==> config.mk <==
export PLATFORM = sky130hd
export DESIGN_NAME = yin_tau_scheduler
export DESIGN_NICKNAME = d
export VERILOG_FILES = /design/src/rtl/yin_tau_scheduler_pkg.sv /design/src/rtl/yin_min_tracker.sv /design/src/rtl/yin_tau_scheduler.sv
export SDC_FILE = /design/constraint.sdc
export NUM_CORES = 1
export LEC_CHECK = 0
export ABC_AREA = 0
export BUFFER_PORTS_ARGS = -buffer_cell sky130_fd_sc_hd__buf_2
export CAP_MARGIN = 25
export CORE_UTILIZATION = 44
export CTS_CLUSTER_SIZE = 16
export DETAILED_ROUTE_END_ITERATION = 6
export PLACE_DENSITY = 0.66
export SLEW_MARGIN = 5
export SYNTH_ARGS = -nofsm -noshare
export SYNTH_HDL_FRONTEND = slang
export SYNTH_SLANG_ARGS = --single-unit
==> constraint.sdc <==
create_clock -name clk -period 3.5 [get_ports clk]
set_input_delay 0.35 -clock clk [delete_from_list [all_inputs] [get_ports clk]]
set_output_delay 0.35 -clock clk [all_outputs]
set_load 0.02 [all_outputs]
==> src/rtl/yin_tau_scheduler_pkg.sv <==
// Shared definitions for the YIN lag scheduler and its difference datapath:
// FSM encoding plus the common tau, address and accumulator widths.
package yin_tau_scheduler_pkg;

  localparam int YIN_ADDR_W    = 16;
  localparam int YIN_TAU_W     = 6;
  localparam int YIN_ACC_WIDTH = 39;
  localparam int YIN_MAX_TAU   = 40;

  typedef enum logic [2:0] {
    ST_IDLE    = 3'd0,
    ST_ARM     = 3'd1,
    ST_RUN     = 3'd2,
    ST_CAPTURE = 3'd3,
    ST_DONE    = 3'd4
  } yin_state_t;

endpackage

==> src/rtl/yin_min_tracker.sv <==
// Running minimum of d(tau) over a sweep. Keeps a backup of the previous
// sweep's result so an aborted sweep can hand the old result back.
module yin_min_tracker
  import yin_tau_scheduler_pkg::*;
#(
  parameter int TAU_W     = YIN_TAU_W,
  parameter int ACC_WIDTH = YIN_ACC_WIDTH
) (
  input  logic                 clk,
  input  logic                 reset_n,
  input  logic                 init_i,
  input  logic [TAU_W-1:0]     init_tau_i,
  input  logic                 capture_i,
  input  logic                 restore_i,
  input  logic [TAU_W-1:0]     tau_i,
  input  logic [ACC_WIDTH-1:0] value_i,
  output logic [TAU_W-1:0]     best_tau_o,
  output logic [ACC_WIDTH-1:0] best_value_o
);

  logic [TAU_W-1:0]     best_tau_q, best_tau_d;
  logic [ACC_WIDTH-1:0] best_value_q, best_value_d;
  logic [TAU_W-1:0]     bak_tau_q, bak_tau_d;
  logic [ACC_WIDTH-1:0] bak_value_q, bak_value_d;

  // Init snapshots and clears, capture loads on a strictly smaller value
  // (so ties keep the earlier, smaller lag), restore returns the snapshot.
  always_comb begin
    best_tau_d   = best_tau_q;
    best_value_d = best_value_q;
    bak_tau_d    = bak_tau_q;
    bak_value_d  = bak_value_q;
    if (init_i) begin
      bak_tau_d    = best_tau_q;
      bak_value_d  = best_value_q;
      best_tau_d   = init_tau_i;
      best_value_d = '1;
    end else if (restore_i) begin
      best_tau_d   = bak_tau_q;
      best_value_d = bak_value_q;
    end else if (capture_i && (value_i < best_value_q)) begin
      best_tau_d   = tau_i;
      best_value_d = value_i;
    end
  end

  // Result and backup registers.
  always_ff @(posedge clk or negedge reset_n) begin
    if (!reset_n) begin
      best_tau_q   <= '0;
      best_value_q <= '0;
      bak_tau_q    <= '0;
      bak_value_q  <= '0;
    end else begin
      best_tau_q   <= best_tau_d;
      best_value_q <= best_value_d;
      bak_tau_q    <= bak_tau_d;
      bak_value_q  <= bak_value_d;
    end
  end

  assign best_tau_o   = best_tau_q;
  assign best_value_o = best_value_q;

endmodule

==> src/rtl/yin_tau_scheduler.sv <==
// Sweeps tau from TAU_MIN to MAX_TAU over the difference datapath, tracking
// the lag with minimum d(tau). Each lag: ARM (clear datapath), RUN (wait for
// diff_ready, first cycle ignored as possibly stale), CAPTURE (compare).
// Handshake: diff_ready is a level from the datapath, cleared only by
// diff_reset; it is qualified once per lag and no back-pressure exists.
module yin_tau_scheduler
  import yin_tau_scheduler_pkg::*;
#(
  parameter int TAU_MIN        = 1,
  parameter int MAX_TAU        = YIN_MAX_TAU,
  parameter int ACC_WIDTH      = YIN_ACC_WIDTH,
  parameter int TIMEOUT_CYCLES = 4096
) (
  input  logic                  clk,
  input  logic                  reset_n,
  input  logic                  start,
  input  logic                  abort,
  input  logic [YIN_ADDR_W-1:0] frame_address,
  output logic [YIN_ADDR_W-1:0] diff_initial_address,
  output logic [YIN_TAU_W-1:0]  diff_tau,
  output logic                  diff_reset,
  input  logic                  diff_ready,
  input  logic [ACC_WIDTH-1:0]  diff_accumulator,
  output logic                  busy,
  output logic                  done,
  output logic                  error,
  output logic [YIN_TAU_W-1:0]  best_tau,
  output logic [ACC_WIDTH-1:0]  best_value,
  output yin_state_t            dbg_state
);

  localparam int TO_W = $clog2(TIMEOUT_CYCLES + 1);
  localparam logic [TO_W-1:0] TO_LAST = TO_W'(TIMEOUT_CYCLES - 1);
  localparam logic [TO_W-1:0] TO_SAT  = TO_W'(TIMEOUT_CYCLES);
  localparam logic [YIN_TAU_W-1:0] TAU_FIRST = YIN_TAU_W'(TAU_MIN);
  localparam logic [YIN_TAU_W-1:0] TAU_LAST  = YIN_TAU_W'(MAX_TAU);

  yin_state_t            state_q, state_d;
  logic [YIN_ADDR_W-1:0] addr_q, addr_d;
  logic [YIN_TAU_W-1:0]  tau_q, tau_d;
  logic [TO_W-1:0]       to_cnt_q, to_cnt_d;
  logic                  error_q, error_d;
  logic                  err_bak_q, err_bak_d;
  logic                  trk_init, trk_capture, trk_restore;

  // Next-state and control decode; abort beats ready and timeout.
  always_comb begin
    state_d     = state_q;
    addr_d      = addr_q;
    tau_d       = tau_q;
    to_cnt_d    = to_cnt_q;
    error_d     = error_q;
    err_bak_d   = err_bak_q;
    trk_init    = 1'b0;
    trk_capture = 1'b0;
    trk_restore = 1'b0;
    case (state_q)
      ST_IDLE: begin
        if (start) begin
          addr_d    = frame_address;
          tau_d     = TAU_FIRST;
          err_bak_d = error_q;
          error_d   = 1'b0;
          trk_init  = 1'b1;
          state_d   = ST_ARM;
        end
      end
      ST_ARM: begin
        to_cnt_d = '0;
        if (abort) begin
          trk_restore = 1'b1;
          error_d     = err_bak_q;
          state_d     = ST_IDLE;
        end else begin
          state_d = ST_RUN;
        end
      end
      ST_RUN: begin
        if (abort) begin
          trk_restore = 1'b1;
          error_d     = err_bak_q;
          state_d     = ST_IDLE;
        end else begin
          if (to_cnt_q != TO_SAT) to_cnt_d = to_cnt_q + 1'b1;
          // A zero count marks the first RUN cycle, where ready may be stale.
          if (diff_ready && (to_cnt_q != '0)) begin
            state_d = ST_CAPTURE;
          end else if (to_cnt_q >= TO_LAST) begin
            error_d = 1'b1;
            state_d = ST_DONE;
          end
        end
      end
      ST_CAPTURE: begin
        if (abort) begin
          trk_restore = 1'b1;
          error_d     = err_bak_q;
          state_d     = ST_IDLE;
        end else begin
          trk_capture = 1'b1;
          if (tau_q == TAU_LAST) begin
            state_d = ST_DONE;
          end else begin
            tau_d   = tau_q + 1'b1;
            state_d = ST_ARM;
          end
        end
      end
      ST_DONE: state_d = ST_IDLE;
      default: state_d = ST_IDLE;
    endcase
  end

  // State, latched address/lag, timeout counter and error flag.
  always_ff @(posedge clk or negedge reset_n) begin
    if (!reset_n) begin
      state_q   <= ST_IDLE;
      addr_q    <= '0;
      tau_q     <= '0;
      to_cnt_q  <= '0;
      error_q   <= 1'b0;
      err_bak_q <= 1'b0;
    end else begin
      state_q   <= state_d;
      addr_q    <= addr_d;
      tau_q     <= tau_d;
      to_cnt_q  <= to_cnt_d;
      error_q   <= error_d;
      err_bak_q <= err_bak_d;
    end
  end

  yin_min_tracker #(
    .TAU_W     (YIN_TAU_W),
    .ACC_WIDTH (ACC_WIDTH)
  ) u_min_tracker (
    .clk          (clk),
    .reset_n      (reset_n),
    .init_i       (trk_init),
    .init_tau_i   (TAU_FIRST),
    .capture_i    (trk_capture),
    .restore_i    (trk_restore),
    .tau_i        (tau_q),
    .value_i      (diff_accumulator),
    .best_tau_o   (best_tau),
    .best_value_o (best_value)
  );

  // The datapath is held cleared while reset is asserted as well as in ARM.
  assign diff_reset           = (state_q == ST_ARM) || !reset_n;
  assign busy                 = (state_q == ST_ARM) || (state_q == ST_RUN) ||
                                (state_q == ST_CAPTURE);
  assign done                 = (state_q == ST_DONE);
  assign error                = error_q;
  assign diff_tau             = tau_q;
  assign diff_initial_address = addr_q;
  assign dbg_state            = state_q;

endmodule

==> Word level (Yosys, flattened, before mapping) <==
Index checks and enable logic that the tools add are counted.
{ "classes": {"addsub": 2, "magnitude_cmp": 2, "n_reduce_logical": 19, "muxes": 33, "eq_ne": 15} }
{ "ops": {"columns": ["cell", "n"], "rows": [
  ["2-to-1 mux 39 bit", 3],
  ["less-than comparator 39 bit", 1],
  ["2-to-1 mux 6 bit", 6],
  ["2-to-1 mux 13 bit", 2],
  ["one-hot mux 13 bit (2 select lines)", 1],
  ["2-to-1 mux 3 bit", 6],
  ["adder 13 x 1 -> 13 bit (second input constant)", 1],
  ["greater-or-equal comparator 13 x 12 -> 1 bit (second input constant)", 1],
  ["inequality test 13 bit (second input constant)", 1],
  ["nonzero test 13 bit", 1],
  ["one-hot mux 3 bit (4 select lines)", 1],
  ["one-hot mux 6 bit (2 select lines)", 1],
  ["2-to-1 mux 1 bit", 11],
  ["inequality test 2 bit (second input constant)", 5],
  ["adder 6 x 1 -> 6 bit (second input constant)", 1],
  ["== test 3 x 2 -> 1 bit (second input constant)", 2],
  ["== test 6 bit (second input constant)", 1],
  ["inequality test 3 bit (second input constant)", 2],
  ["nonzero test 3 bit", 2],
  ["AND reduction 5 bit", 1],
  ["inequality test 4 bit (second input constant)", 1],
  ["AND reduction 2 bit", 2],
  ["AND reduction 4 bit", 1],
  ["nonzero test 2 bit", 2],
  ["12 further kinds", 15]
]} }
{ "word_totals": {"elab_cells": 81, "output_inout_bits": 74, "register_bits": 130} }

==> Longest topological paths before layout <==
{ "logic_depth": {"depth_word": 6, "mapped_depth": 10, "depth_no_buf": 8} }

==> By module <==
Synthesis repeated with hierarchy kept, for this count alone.
{ "unflattened": {"cells_unflattened": 686, "hier_area_um2": 7083.0} }
{ "by_module_without_submodules": {"columns": ["mod", "seq_area_each_um2", "cells_each", "instances", "area_per_inst_um2"], "rows": [
  ["yin_min_tracker", 2252.2, 502, 1, 5097.4],
  ["yin_tau_scheduler", 1001.0, 184, 1, 1985.7]
]} }

==> Worst setup path after synthesis <==
OpenSTA, ideal clock, no wires.
{ "synth_path": {"kind": "register to register", "from": "register u_min_tracker.best_value_q[24] (netlist: u_min_tracker.best_value_o[24])", "to": "register u_min_tracker.best_tau_q[2] (netlist: u_min_tracker.best_tau_o[2])", "required_time_ns": 3.375, "arrival_ns": 2.438, "path_slack_ns": 0.937, "path_stages_with_launch": 11, "path_buffers": 2, "cell_sequence": "dfrtp_1 > inv_1 > ha_1 > a21o_1 > a221o_1 > a22o_1 > or3_1 > o31a_1 > buf_6 > buf_12 > mux2i_1"} }
{ "synth_via": {"elab_chain_cells": 3} }
{ "synth_rtl": {"columns": ["element", "line_no", "text"], "rows": [
  ["start: declaration", "yin_min_tracker.sv:22", "logic [ACC_WIDTH-1:0] best_value_q, best_value_d;"],
  ["start signal: assignment", "yin_min_tracker.sv:56", "best_value_q <= best_value_d;"],
  ["less-than comparator 39 bit", "yin_min_tracker.sv:41", "end else if (capture_i && (value_i < best_value_q)) begin"],
  ["logical AND 1 bit", "yin_min_tracker.sv:41", null],
  ["nonzero test 3 bit (no source line)", null, null],
  ["end signal: assignment", "yin_min_tracker.sv:55", "best_tau_q <= best_tau_d;"],
  ["end: declaration", "yin_min_tracker.sv:21", "logic [TAU_W-1:0] best_tau_q, best_tau_d;"]
]} }
Every way passes these cells.
A chain may end at the register's enable or synchronous reset.

==> Worst setup path after layout <==
{ "layout_path": {"from": "register u_min_tracker.best_value_q[38] (netlist: u_min_tracker.best_value_o[38])", "to": "register u_min_tracker.best_tau_q[4] (netlist: u_min_tracker.best_tau_o[4])"} }
The elaborated chain is that of the path after synthesis.

==> metrics.cfg <==
[outcome]
status = finished, final reports clean

[final_layout]
area_growth_pct = 19.6
fillCellCount = 1415
fin_area_mm2 = 0.00824
antenna_cells = 0
fin_nets = 928
layout_common_cells = nand2_1 (137), buf_2 (132), dfrtp_1 (130), mux2i_1 (90), nor2_1 (62)
seqCellArea_mm2 = 0.00325
final_common_cell = nand2_1
multi_input_area_mm2 = 0.00320
drive_gt1_frac = 0.217
final_core_util = 0.540

[cts]
clkSinkCount = 130
clockBufferDepth = 2
cts_resized = 0
cts_setup_buffers = 0
hold_buffers = 1
numCtsBuffers = 17
clock_latency_ns = 0.42
clk_pin_slew_worst_paths_ns = 0.06
cts_tree = done
cts.htree.levels = 4
cts-root-buf = clkbuf_16

[grt]
grt_pass1_wl_mm = 26.0
grt_pass1_vias = 5171
antenna_found_initial = 1
grt_start_max_net_pins = 71
overflow = 0
grt_util_all_layers = 0.207

[critical_path]
timing.rr.start = u_min_tracker.best_value_o[38]
slowest_delay_ns = 0.48
crit_top_cell = nand4_1
cp-end-kind = flop
slowest_stage = nor4_1
required_ns = 3.84
start_kind = flop
crit_chain = inv_1, ha_1, nand4_1, nor4_1, nand4_1, nor4b_1, o31a_2, buf_4, mux2i_1
critPathMaxFanout = 18
rrSetupSlack_ns = 0.60
arrival_ns = 3.24
r2r_cells = 9
critPathKind = reg -> reg
r2r_end = u_min_tracker.best_tau_o[4]

[synthesis]
yosysSeqAreaShare = 0.472
ys.warnings.count = 0
syn_nets = 797
ys_types = 56
synthFlopType = dfrtp_1
async_reset_ff_frac = 1.00
netlist_area_mm2 = 0.00689
synth_edf_count = 0
syn_area_per_cell_um2 = 9.92
synth_seq_cells = 130
netlist_instances = 695

[power]
power_density_mw_per_mm2 = 902
power_mw = 7.43
ir_drop_v = 0.000388
p_leak_nw = 4.55

[placement]
gp_congestion = 0.754
dp_hpwl_mm = 10.5
portBuffers = 133
place_area_mm2 = 0.00764

[drt]
first_pass_iters = 4
detail_route.wl_per_cell_um = 14.7
first_iter_violations = 247
routed_via_density = 5.02
wl_mm = 15.4
postRouteAntennaNets = 0
drc = 0
vias = 5276

[hold_path]
worstHoldStart = frame_address[8]
hold_path_end = diff_initial_address[8]
whs_path_depth = 3
hold_class = in -> reg

[sta]
fmax_ghz = 0.345
final_hold_viol_count = 0
timing.final.crit_period_ns = 2.90
fin_skew_ns = 0.00609
final_max_slew_viol_count = 0
finalSetupViolations = 0
rsz0062_at_grt = false
tns_ns = 0
fin_crit_sh = 0.829
hold_ws_ns = 0.116
relSlewSlack = 0.447
tightest_slew_ns = 0.829

[floorplan]
core_mm2 = 0.0153
io_pins = 134
die_h_um = 127
start_util = 0.452
fp-row-count = 45
dieArea_mm2 = 0.0162
dieWidth_um = 127

[flow_run]
drv_cap = 0

critical path: cells and delay by family, from the launching register on:
family	cells	cell delay [ns]
simple gates	4	1.26
compound gates	1	0.23
buf+inv	2	0.40
fa+ha+maj	1	0.31
flops	1	0.38
mux	1	0.23
synth_stat cells, types with 3 or more instances:
library cell  count  share of area
nor2_1           62          0.034
ha_1             42          0.076
xor2_1            9          0.011
mux2i_1          90           0.13
o21ai_0          50          0.036
clkbuf_1         15         0.0082
or3_1             6         0.0054
nor4_1            3         0.0027
buf_12            4          0.012
nor3_1            4         0.0029
nand2_1         137          0.075
clkbuf_8          5          0.010
dfrtp_1         130           0.47
nand4_1          10         0.0091
nand3_1           7         0.0051
inv_1            45          0.025
a21oi_1          25          0.018
and3_1            3         0.0027
routing by layer:
| layer | wire length [µm] | vias to the layer above | global-route usage |
|---|---|---|---|
| met1 | 7390 | 2548 | 0.277 |
| met4 | 170 | 0 | 0.0693 |
| met3 | 657 | 14 | 0.0540 |
| li1 | - | 2622 | - |
| met5 | 0 | - | 0 |
| met2 | 7210 | 92 | 0.328 |
per-stage QoR:
step | setup slack (ns) | instances
2_1_floorplan | 0.937 | 695
3_3_place_gp | 0.745 | 1017
3_5_place_dp | 0.636 | 1017
4_1_cts | 0.555 | 1050
5_1_grt | 0.282 | 1050
6_report | 0.599 | 1050
cells by family (layout without fill, tap and decap cells):
kind of cell	after synthesis	in the layout	synth area share
AND/OR/NAND/NOR	248	248	0.157
flip-flops	130	130	0.472
buffers and inverters	77	221	0.0652
AO/OA/AOI/OAI	96	96	0.0835
adder cells (fa/ha/maj)	42	42	0.0762
XOR/XNOR	11	11	0.0140
multiplexers	91	91	0.132
how the worst max path moves through the flow:
stage	from	endpoint	slack, ns	cells past startpoint
final	u_min_tracker.best_value_o[38]	u_min_tracker.best_tau_o[4]	0.60	9
after global placement	diff_accumulator[38]	u_min_tracker.best_value_o[36]	0.74	9
after CTS	u_min_tracker.best_value_o[38]	u_min_tracker.best_tau_o[4]	0.55	9
after global routing	u_min_tracker.best_value_o[38]	u_min_tracker.best_value_o[37]	0.28	9
after detailed placement	diff_accumulator[38]	u_min_tracker.best_value_o[29]	0.64	9
after floorplan	u_min_tracker.best_value_o[24]	u_min_tracker.best_tau_o[2]	0.94	10
state kept, by name, summed over array words and instances (netlist names):
register and cells:
err_bak_q 1, to_cnt_q 13, u_min_tracker.best_tau_o 6, diff_tau 6, diff_initial_address 16, error 1
u_min_tracker.bak_value_q 39, u_min_tracker.bak_tau_q 6, u_min_tracker.best_value_o 39, dbg_state 3
final cells by class:
class                      instances  area share
inverter                          46      0.0209
multi-input combinational        488       0.388
clock buffer                      23      0.0592
sequential                       130       0.395
timing repair buffer             143      0.0924
tap                              211      0.0320
clock inverter                     9      0.0126
where the power goes:
group	switching [mW]	internal (mW)	total [mW]	leakage, nW
sequential	0.425	2.10	2.53	1.56
clock	0.654	1.12	1.77	0.289
combinational	1.94	1.19	3.13	2.70
total	3.02	4.41	7.43	4.55
No activity file was read; power rests on OpenSTA's default activity.
